<file path="src/rtl/sctr_pipe_pkg.sv">
// rtl/sctr_pipe_pkg.sv - shared FSM encodings and defaults for the sctr_pipe memory-stage sequencer
package sctr_pipe_pkg;

  typedef enum logic [1:0] {
    ST_IDLE = 2'd0,
    ST_CMD  = 2'd1,
    ST_RSP  = 2'd2,
    ST_DIV  = 2'd3
  } state_t;

  localparam int SCTR_TO_CYC_DEF = 255;

endpackage

</file>
<file path="src/rtl/sctr_tmo.sv">
// rtl/sctr_tmo.sv - bus wait counter; hit once LIMIT cycles have elapsed since the last clear
module sctr_tmo #(
  parameter int LIMIT = 255
) (
  input  logic clk,
  input  logic rst_n,
  input  logic clr,
  input  logic en,
  output logic hit
);

  localparam int W = $clog2(LIMIT + 1);

  logic [W-1:0] cnt;

  always_ff @(posedge clk or negedge rst_n) begin
    if (!rst_n) begin
      cnt <= '0;
    end else if (clr) begin
      cnt <= '0;
    end else if (en && !hit) begin
      cnt <= cnt + W'(1);
    end
  end

  assign hit = (cnt == W'(LIMIT));

endmodule

</file>
<file path="src/rtl/sctr_pipe.sv">
// rtl/sctr_pipe.sv - memory-stage sequencer: pipeline accesses onto a valid/ready cmd/rsp bus, divider stall
// Optional bus timeout is compiled in with SCTR_TIMEOUT_EN.
module sctr_pipe
  import sctr_pipe_pkg::*;
#(
  parameter int DW     = 32,
  parameter int AW     = 32,
  parameter bit WR_RSP = 1'b0,
  parameter int TO_CYC = SCTR_TO_CYC_DEF
) (
  input  logic            clk,
  input  logic            rst_n,
  input  logic            reg_we_i,
  input  logic            csr_we_i,
  input  logic            mem_en_i,
  input  logic            mem_we_i,
  input  logic [AW-1:0]   mem_addr_i,
  input  logic [DW-1:0]   mem_wdata_i,
  input  logic [DW/8-1:0] mem_wem_i,
  output logic [DW-1:0]   mem_rdata_o,
  input  logic            div_start_i,
  input  logic            div_ready_i,
  input  logic            iram_rstn_i,
  output logic            reg_we_o,
  output logic            csr_we_o,
  output logic            iram_rd_o,
  output logic            hx_valid,
  output logic [DW-1:0]   sctr_cmd_wdata,
  output logic [AW-1:0]   sctr_cmd_addr,
  output logic            sctr_cmd_we,
  output logic [DW/8-1:0] sctr_cmd_wem,
  output logic            sctr_cmd_valid,
  input  logic            sctr_cmd_ready,
  input  logic [DW-1:0]   sctr_rsp_rdata,
  input  logic            sctr_rsp_valid,
  input  logic            sctr_rsp_error,
  output logic            sctr_rsp_ready,
  output logic            bus_err_o,
  output logic [AW-1:0]   bus_err_addr_o
);

  state_t          state_q, state_d;
  logic [AW-1:0]   addr_q, err_addr_q;
  logic [DW-1:0]   wdata_q;
  logic            we_q;
  logic [DW/8-1:0] wem_q;
  logic            latch, retire, err, rd_ret, cmd_v, rsp_rdy, tmo_hit;

  always_ff @(posedge clk or negedge rst_n) begin
    if (!rst_n) begin
      state_q    <= ST_IDLE;
      addr_q     <= '0;
      wdata_q    <= '0;
      we_q       <= 1'b0;
      wem_q      <= '0;
      err_addr_q <= '0;
    end else begin
      state_q <= state_d;
      if (latch) begin
        addr_q  <= mem_addr_i;
        wdata_q <= mem_wdata_i;
        we_q    <= mem_we_i;
        wem_q   <= mem_wem_i;
      end
      if (err) err_addr_q <= addr_q;
    end
  end

  always_comb begin
    state_d        = state_q;
    latch          = 1'b0;
    retire         = 1'b0;
    err            = 1'b0;
    rd_ret         = 1'b0;
    cmd_v          = 1'b0;
    rsp_rdy        = 1'b0;
    sctr_cmd_addr  = addr_q;
    sctr_cmd_wdata = wdata_q;
    sctr_cmd_we    = we_q;
    sctr_cmd_wem   = wem_q;
    case (state_q)
      ST_IDLE: begin
        if (!iram_rstn_i) begin
          if (div_start_i) begin
            state_d = ST_DIV;
          end else if (mem_en_i) begin
            // Issue straight from the pipeline inputs; the copy covers stalls and error reporting.
            cmd_v          = 1'b1;
            latch          = 1'b1;
            sctr_cmd_addr  = mem_addr_i;
            sctr_cmd_wdata = mem_wdata_i;
            sctr_cmd_we    = mem_we_i;
            sctr_cmd_wem   = mem_wem_i;
            if (!sctr_cmd_ready)        state_d = ST_CMD;
            else if (mem_we_i && !WR_RSP) retire  = 1'b1;
            else                        state_d = ST_RSP;
          end else begin
            retire = 1'b1;
          end
        end
      end
      ST_CMD: begin
        if (tmo_hit) begin
          retire  = 1'b1;
          err     = 1'b1;
          state_d = ST_IDLE;
        end else begin
          cmd_v = 1'b1;
          if (sctr_cmd_ready) begin
            if (we_q && !WR_RSP) begin
              retire  = 1'b1;
              state_d = ST_IDLE;
            end else begin
              state_d = ST_RSP;
            end
          end
        end
      end
      ST_RSP: begin
        rsp_rdy = 1'b1;
        if (sctr_rsp_valid) begin
          retire  = 1'b1;
          err     = sctr_rsp_error;
          rd_ret  = !sctr_rsp_error && !we_q;
          state_d = ST_IDLE;
        end else if (tmo_hit) begin
          retire  = 1'b1;
          err     = 1'b1;
          state_d = ST_IDLE;
        end
      end
      ST_DIV: begin
        if (div_ready_i) begin
          retire  = 1'b1;
          state_d = ST_IDLE;
        end
      end
      default: state_d = ST_IDLE;
    endcase
  end

  // Gating with rst_n drops every strobe the instant reset asserts, mid-transaction included.
  assign hx_valid       = rst_n & retire;
  assign iram_rd_o      = hx_valid;
  assign reg_we_o       = reg_we_i & hx_valid & ~err;
  assign csr_we_o       = csr_we_i & hx_valid & ~err;
  assign mem_rdata_o    = (hx_valid && rd_ret) ? sctr_rsp_rdata : '0;
  assign sctr_cmd_valid = rst_n & cmd_v;
  assign sctr_rsp_ready = rst_n & rsp_rdy;
  assign bus_err_o      = rst_n & err;
  assign bus_err_addr_o = err ? addr_q : err_addr_q;

`ifdef SCTR_TIMEOUT_EN
  logic tmo_clr, tmo_en;

  assign tmo_clr = (state_q != state_d);
  assign tmo_en  = (state_q == ST_CMD) || (state_q == ST_RSP);

  sctr_tmo #(
    .LIMIT(TO_CYC)
  ) u_tmo (
    .clk  (clk),
    .rst_n(rst_n),
    .clr  (tmo_clr),
    .en   (tmo_en),
    .hit  (tmo_hit)
  );
`else
  logic unused_to;
  assign unused_to = |TO_CYC;
  assign tmo_hit   = 1'b0;
`endif

endmodule
</file>
<file path="config.mk">
export PLATFORM = sky130hd
export DESIGN_NAME = sctr_pipe
export DESIGN_NICKNAME = d
export VERILOG_FILES = /design/src/rtl/sctr_pipe_pkg.sv /design/src/rtl/sctr_tmo.sv /design/src/rtl/sctr_pipe.sv
export SDC_FILE = /design/constraint.sdc
export NUM_CORES = 1
export LEC_CHECK = 0
export BUFFER_PORTS_ARGS = -buffer_cell sky130_fd_sc_hd__buf_2
export CAP_MARGIN = 20
export CORE_ASPECT_RATIO = 1.4
export CORE_MARGIN = 10
export CORE_UTILIZATION = 30
export DETAILED_ROUTE_END_ITERATION = 12
export GPL_TIMING_DRIVEN = 0
export PLACE_DENSITY = 0.53
export SYNTH_ARGS = -nofsm -noshare
export SYNTH_HDL_FRONTEND = slang
export SYNTH_SLANG_ARGS = --single-unit
export TNS_END_PERCENT = 100
</file>
<file path="constraint.sdc">
create_clock -name clk -period 2.8 [get_ports clk]
set_input_delay 0.28 -clock clk [delete_from_list [all_inputs] [get_ports clk]]
set_output_delay 0.28 -clock clk [all_outputs]
set_load 0.1 [all_outputs]
</file>
==> summary.txt, run 1 <==
Synth
  • Count of flip-flops with a built-in enable after synthesis: 0
  • Cell with the most instances after synthesis: dfrtp_1
  • Yosys warns: 0
  • Async set or reset register ratio after synthesis: between 90% and 100%
  • Flip-flop cell with the highest count after synthesis: dfrtp_1
  • Sequential-to-total area share from yosys stat: 46.9%
  • Area leader, netlist: dfrtp_1
  • Mapped Cells: around 360
  • Post-Syn Nets: 476
  • Leading post-synthesis cells by cell area: dfrtp_1, mux2_4, mux2_2
  • Count of state elements after synthesis: 103
  • Distinct cells, synth: 32
  • Cell area after synthesis: between 5000 and 6000 um^2
  • Most numerous cell types in the synthesized netlist: dfrtp_1, mux2_4, mux2_2, and2_1, buf_6
  • Area share of the largest cell type after synthesis: 46.9%
  • Synthesized area per cell: 15.1 um^2

Hold path
  • Hold crit path type: primary input to asynchronous set/reset pin

Critical path
  • RR Startpoint: state_q[1]$_DFFE_PN0P_
  • Maximum cell stage delay along the critical path: between 0.4 and 0.5 ns
  • Critical Path RT: 2.52 ns
  • Sequence of cells on the critical path: or3b_1 > or3_4 > buf_6 > buf_6 > mux2_4 > buf_4
  • Endpoint of the most critical register-to-register path: wem_q[3]$_DFFE_PN0P_
  • Worst Setup SP: state_q[1]$_DFFE_PN0P_
  • Crit path to: sctr_cmd_addr[4]
  • Crit path arrival time: roughly 2.4 ns
  • Crit path top cell by count: buf_6
  • Crit Path Class: register to primary output
  • Maximum fanout encountered on the critical timing path: 10
  • Crit path capture type: primary output
  • Slowest cell on crit path: dfrtp_1
  • Register-to-Register Path Depth: 5
  • Element type at the critical path start: register
  • Setup slack of the most critical reg-to-reg path: around 0.83 ns

Placed design
  • # port buffers: 251
  • Detail Placement HPWL: 13200 um
  • Final weighted congestion in routability-driven placement: 0.851

CTS
  • Number of buffers inserted during clock tree synthesis: 9
  • Depth of the CTS H-tree: 3
  • Clock-pin transition on the worst setup and hold timing paths: ~0.080 ns
  • Maximum count of clock buffers along a single path: 2
  • Root Buffer Master: clkbuf_16
  • Clock latency of the later-clocked register in the worst-skew pair: between 0.3 and 0.4 ns
  • CTS sink count: 103
  • Clock tree from TritonCTS: built

Die
  • Die outline area: 24200 um^2
  • Number of placed I/O pins: 252
  • Die W: around 130 um
  • Num rows: a little under 60
  • Initial cell density of the core: between 30 and 40%
  • Core footprint: between 15000 and 20000 um^2
  • Die H: ~180 um

Run status
  • Violated checks: hold timing
  • Outcome: finished, violations left

Routing
  • Number of violations reported at the end of detailed-routing iteration 0: 110
  • Wire per inst: ~19 um
  • Router iterations before antenna repair: 4
  • DR vias: 3957
  • Post-DRT Antenna Nets: 0
  • Number of design rule violations left after detail routing: 0
  • Post-detailed-routing wire length: roughly 17000 um
  • Detailed-route vias per instance: approximately 4.5

STA
  • Max_slew headroom: about two thirds
  • Worst Clk Skew: around 0.012 ns
  • Final hold violation count: 2
  • Max-slew violations: 0
  • FMAX: roughly 370 MHz
  • Setup repair after global routing missed its margin: no
  • Min Tclk post-route: approximately 2.7 ns
  • Period utilization: between 90 and 100%
  • Transition at the pin with the smallest max-transition slack: 0.505 ns
  • Endpoints failing setup: 0
  • Post-Route Hold Slack: -0.00246 ns

Finish
  • Count of filler cells inserted in the layout: between 1500 and 2000
  • Proportion of layout cells with a drive suffix above 1: 77.6%
  • Sequential cell area in the final layout: approximately 2600 um^2
  • Final nets: 742
  • Synth-to-Final Area Change: 38.9%
  • Total area of multi-input combinational cells: ~2800 um^2
  • Ant. Diodes: 0

Global routing
  • Vias in the first global route: 4596
  • Antenna violations before repair: 1
  • Total congestion overflow: 0
  • Total GRT Usage: 13.5%
  • First-pass GRT wire length: 26100 um
  • Maximum number of pins on one net before global-route repair: 70

Run
  • Max-cap viol count: 0
[cells by family (layout without fill, tap and decap cells)]
group	Yosys count	in the layout	share of synthesized area, %
AOI/OAI and AO/OA	11	11	1.39
buffers and inverters	28	299	3.98
DFF	103	103	46.9
muxes	170	170	41.6
and+or+nand+nor	52	52	6.14
[sequential cells by signal, indices dropped and copies added (netlist names)]
name        flops
we_q            1
state_q         2
err_addr_q     32
wem_q           4
wdata_q        32
addr_q         32
[per-stage QoR]
step           setup WS, ns  std cells  cell area [um^2]  utilization [%]  setup TNS, ns
6_report             0.0925        875              7640             42.5              0
5_1_grt             0.00160        875              7640             42.5              0
4_1_cts            0.000428        875              7610             42.3              0
3_5_place_dp          0.216        856              7140             39.7              0
3_3_place_gp          -1.35        855              7110             39.5         -43.48
2_1_floorplan        -0.211        364              5560                -         -0.750
[area by class of cell]
class	count	share of cell area (%)
Buffer	24	2.67
Clock buffer	9	2.95
Clock inverter	7	0.688
Inverter	4	0.196
Multi-Input combinational cell	233	36.1
Sequential cell	103	33.7
Tap cell	240	3.93
Timing Repair Buffer	255	19.7
[critical path, delay by kind of cell, from the launching register on]
| kind | cells | cell delay [ns] |
|---|---|---|
| muxes | 1 | 0.31 |
| buffers and inverters | 3 | 0.58 |
| DFF | 1 | 0.41 |
| and+or+nand+nor | 2 | 0.76 |
[worst min path at each step]
| stage | startpoint | to | slack, ns |
|---|---|---|---|
| floorplan | rst_n | addr_q[0]$_DFFE_PN0P_ | -0.02 |
| finish | rst_n | wdata_q[11]$_DFFE_PN0P_ | -0.002 |
| global placement | err_addr_q[25]$_DFF_PN0_ | err_addr_q[25]$_DFF_PN0_ | 0.48 |
| CTS | rst_n | wdata_q[11]$_DFFE_PN0P_ | 0.03 |
| detailed placement | rst_n | wdata_q[20]$_DFFE_PN0P_ | 0.29 |
| global route | rst_n | wdata_q[11]$_DFFE_PN0P_ | 0.04 |
[placed cells by master (no fill, tap or decap), drive strengths merged]
cell type	netlist	final
a211oi	1	1
a21boi	1	1
a21oi	3	3
and2	33	33
and3b	1	1
and4bb	1	1
buf	19	262
clkbuf	5	25
clkinv	0	2
clkinvlp	0	1
dfrtp	103	103
dlygate4sd3	0	1
inv	4	8
mux2	170	170
nand2	2	2
nand2b	1	1
nand3b	1	1
nand4b	1	1
nor2	3	3
nor2b	1	1
nor3	2	2
nor4b	3	3
o211ai	1	1
o21a	1	1
o21ai	1	1
o221ai	1	1
o31ai	1	1
o32a	1	1
or2	1	1
or3	1	1
or3b	1	1
[metal layers]
metal	global-route usage, %	vias up	part of all wire (%)	wire [um]
met2	25.4	154	56	9260
met4	3.40	0	1.0	167
met3	4.16	9	7.2	1200
met1	13.8	1973	36	6030
met5	0	-	0	0
li1	-	1821	-	-
[timing repair]
action                     in CTS  in global routing
setup buffers                   1                  0
gates resized for setup        61                 15
hold endpoints to repair       34                  0
pin swaps                       0                  0
setup endpoints to repair      80                 13
hold buffers                    2                  0
Power of run 1 is left out: the tool's default activity adds up to more than one toggle a clock period on the data nets, which glitch-free logic cannot reach.
==> inputs of run 2 (changes only) <==
- GPL_TIMING_DRIVEN: 0 -> default
==> summary.txt, run 2 (synthesis gave the netlist of run 1 again) <==
Run
  • Max-cap viol count: 0 (unchanged)

CTS
  • Maximum count of clock buffers along a single path: 2 (unchanged)
  • CTS sink count: 103 (unchanged)
  • Clock latency of the later-clocked register in the worst-skew pair: 0.34 ns (about the same)
  • Hold buffer count at CTS: 0 (-2)
  • Depth of the CTS H-tree: 3 (unchanged)
  • Buffers inserted by post-CTS timing repair: 0 (-1)
  • Root Buffer Master: clkbuf_16
  • Clock tree from TritonCTS: built
  • Clock-pin transition on the worst setup and hold timing paths: 0.07 ns (about the same)
  • Number of buffers inserted during clock tree synthesis: 9 (unchanged)

Die
  • Die outline area: 24200 um^2 (unchanged)
  • Number of placed I/O pins: 252 (unchanged)
  • Die H: 180 um (unchanged)
  • Num rows: 58 (unchanged)
  • Die W: 134 um (unchanged)
  • Initial cell density of the core: 30.6% (unchanged)
  • Core footprint: 18000 um^2 (unchanged)

STA
  • Total negative slack for setup checks: 0 ns (unchanged)
  • Max-slew violations: 0 (unchanged)
  • Setup repair after global routing missed its margin: yes
  • Min Tclk post-route: 2.75 ns (+0.0468 ns)
  • Transition at the pin with the smallest max-transition slack: 0.773 ns (+0.267 ns)
  • Endpoints failing setup: 0 (unchanged)
  • Worst Clk Skew: 0.00959 ns (-0.00277 ns)
  • Final hold violation count: 0 (-2)
  • FMAX: 363 MHz (-1.7%)
  • Max_slew headroom: 48.5% (-18 points)
  • Period utilization: 98.4% (+1.7 points)

Critical path
  • Crit path capture type: primary output
  • Maximum fanout encountered on the critical timing path: 63 (+53)
  • Crit Path Class: register to primary output
  • RR Startpoint: state_q[0]$_DFFE_PN0P_
  • Element type at the critical path start: register
  • Critical Path RT: 2.52 ns (about the same)
  • Worst Setup SP: state_q[0]$_DFFE_PN0P_
  • Crit path arrival time: 2.47 ns (+0.04 ns)

Finish
  • Most frequent cells in the layout: buf_2, dfrtp_1, mux2_4
  • Total non-filler cell area in the finished layout: 8150 um^2 (+6.6%)
  • Proportion of layout cells with a drive suffix above 1: 78.2% (+0.54 points)
  • Total area of multi-input combinational cells: 2760 um^2 (unchanged)
  • Final nets: 721 (-2.8%)
  • Most frequent standard cell in the layout excluding fill and tap cells: buf_2
  • Ant. Diodes: 0 (unchanged)
  • Synth-to-Final Area Change: 48.1%
  • Count of filler cells inserted in the layout: 1657 (-5.4%)
  • Registers with the highest flip-flop counts: addr_q x32, err_addr_q x32, wdata_q x32
  • Sequential cell area in the final layout: 2580 um^2 (about the same)

Placed design
  • # port buffers: 251 (unchanged)
  • Final weighted congestion in routability-driven placement: 0.829 (-2.5%)
  • Area after DPL: 7810 um^2 (+9.4%)
  • Detail Placement HPWL: 12700 um (-3.6%)

Routing
  • Router iterations before antenna repair: 4 (unchanged)
  • Number of design rule violations left after detail routing: 0 (unchanged)
  • Number of violations reported at the end of detailed-routing iteration 0: 147 (+34%)
  • Post-detailed-routing wire length: 16000 um (-4.1%)
  • DR vias: 3852 (-2.7%)
  • Wire per inst: 18.7 um (-1.8%)
  • Detailed-route vias per instance: 4.51 (-0.26%)
  • Post-DRT Antenna Nets: 0 (unchanged)

Global routing
  • Total congestion overflow: 0 (unchanged)
  • Total GRT Usage: 12.8% (-0.68 points)
  • Antenna violations before repair: 0 (-1)
  • Vias in the first global route: 4362 (-5.1%)
  • Maximum number of pins on one net before global-route repair: 76 (+8.6%)
  • First-pass GRT wire length: 24500 um (-6.1%)

Hold path
  • Hold crit path type: primary input to asynchronous set/reset pin

Run status
  • Outcome: completed
==> run 2: cell count changes in the layout (fill, tap and decap cells not counted), sizes merged <==
cell,before,now
buf,262,258
clkbuf,25,11
clkinv,2,3
clkinvlp,1,0
dlygate4sd3,1,0
inv,8,6
==> run 2: final cells by class <==
cell class	count	area share, %
Clock inverter	5	0.491
Sequential cell	103	31.7
Clock buffer	11	3.10
Timing Repair Buffer	258	27.0
Tap cell	240	3.69
Inverter	4	0.184
Multi-Input combinational cell	233	33.9
==> run 2: repair_timing <==
item                                    CTS  global route
endpoints found under the setup margin   14            42
hold endpoints to repair                  0             0
pin swaps                                 0             0
resized for setup                        14             3
==> run 2: layer usage <==
layer | up-vias | track usage, % | wire length, um
met4 | 0 | 3.88 | 254
met3 | 11 | 4.13 | 1230
met5 | - | 0 | 0
li1 | 1779 | - | -
met2 | 170 | 24.0 | 8860
met1 | 1892 | 12.9 | 5620
==> run 2: path summary, 6_finish.rpt <==
check / cells past startpoint / to / slack [ns]
min in group clk: 2 / addr_q[27]$_DFFE_PN0P_ / 0.18
hold / removal: 2 / we_q$_DFFE_PN0P_ / 0.07
hold reg to reg: 1 / err_addr_q[11]$_DFF_PN0_ / 0.50
max in group asynchronous: 3 / err_addr_q[1]$_DFF_PN0_ / 1.54
setup / recovery: 5 / sctr_cmd_wdata[28] / 0.05
setup reg to reg: 4 / wdata_q[1]$_DFFE_PN0P_ / 0.73
==> run 2: worst max-delay path: stages (launching register included) <==
cell     delay [ns]
dfrtp_2        0.47
or3b_1         0.41
or3_4          0.37
buf_12         0.23
mux2_1         0.37
buf_4          0.24
==> run 2: through the flow <==
stage	hold WS [ns]	cells	utilization, %	setup slack (ns)
after floorplan	-0.0156	364	-	-0.211
after global placement	0.453	838	43.4	0.341
after detailed placement	0.455	838	43.4	0.300
after CTS	0.0810	854	45.2	0.0234
after global routing	0.114	854	45.3	-0.0482
final	0.0658	854	45.3	0.0457
Power of run 2 is left out for the same reason.
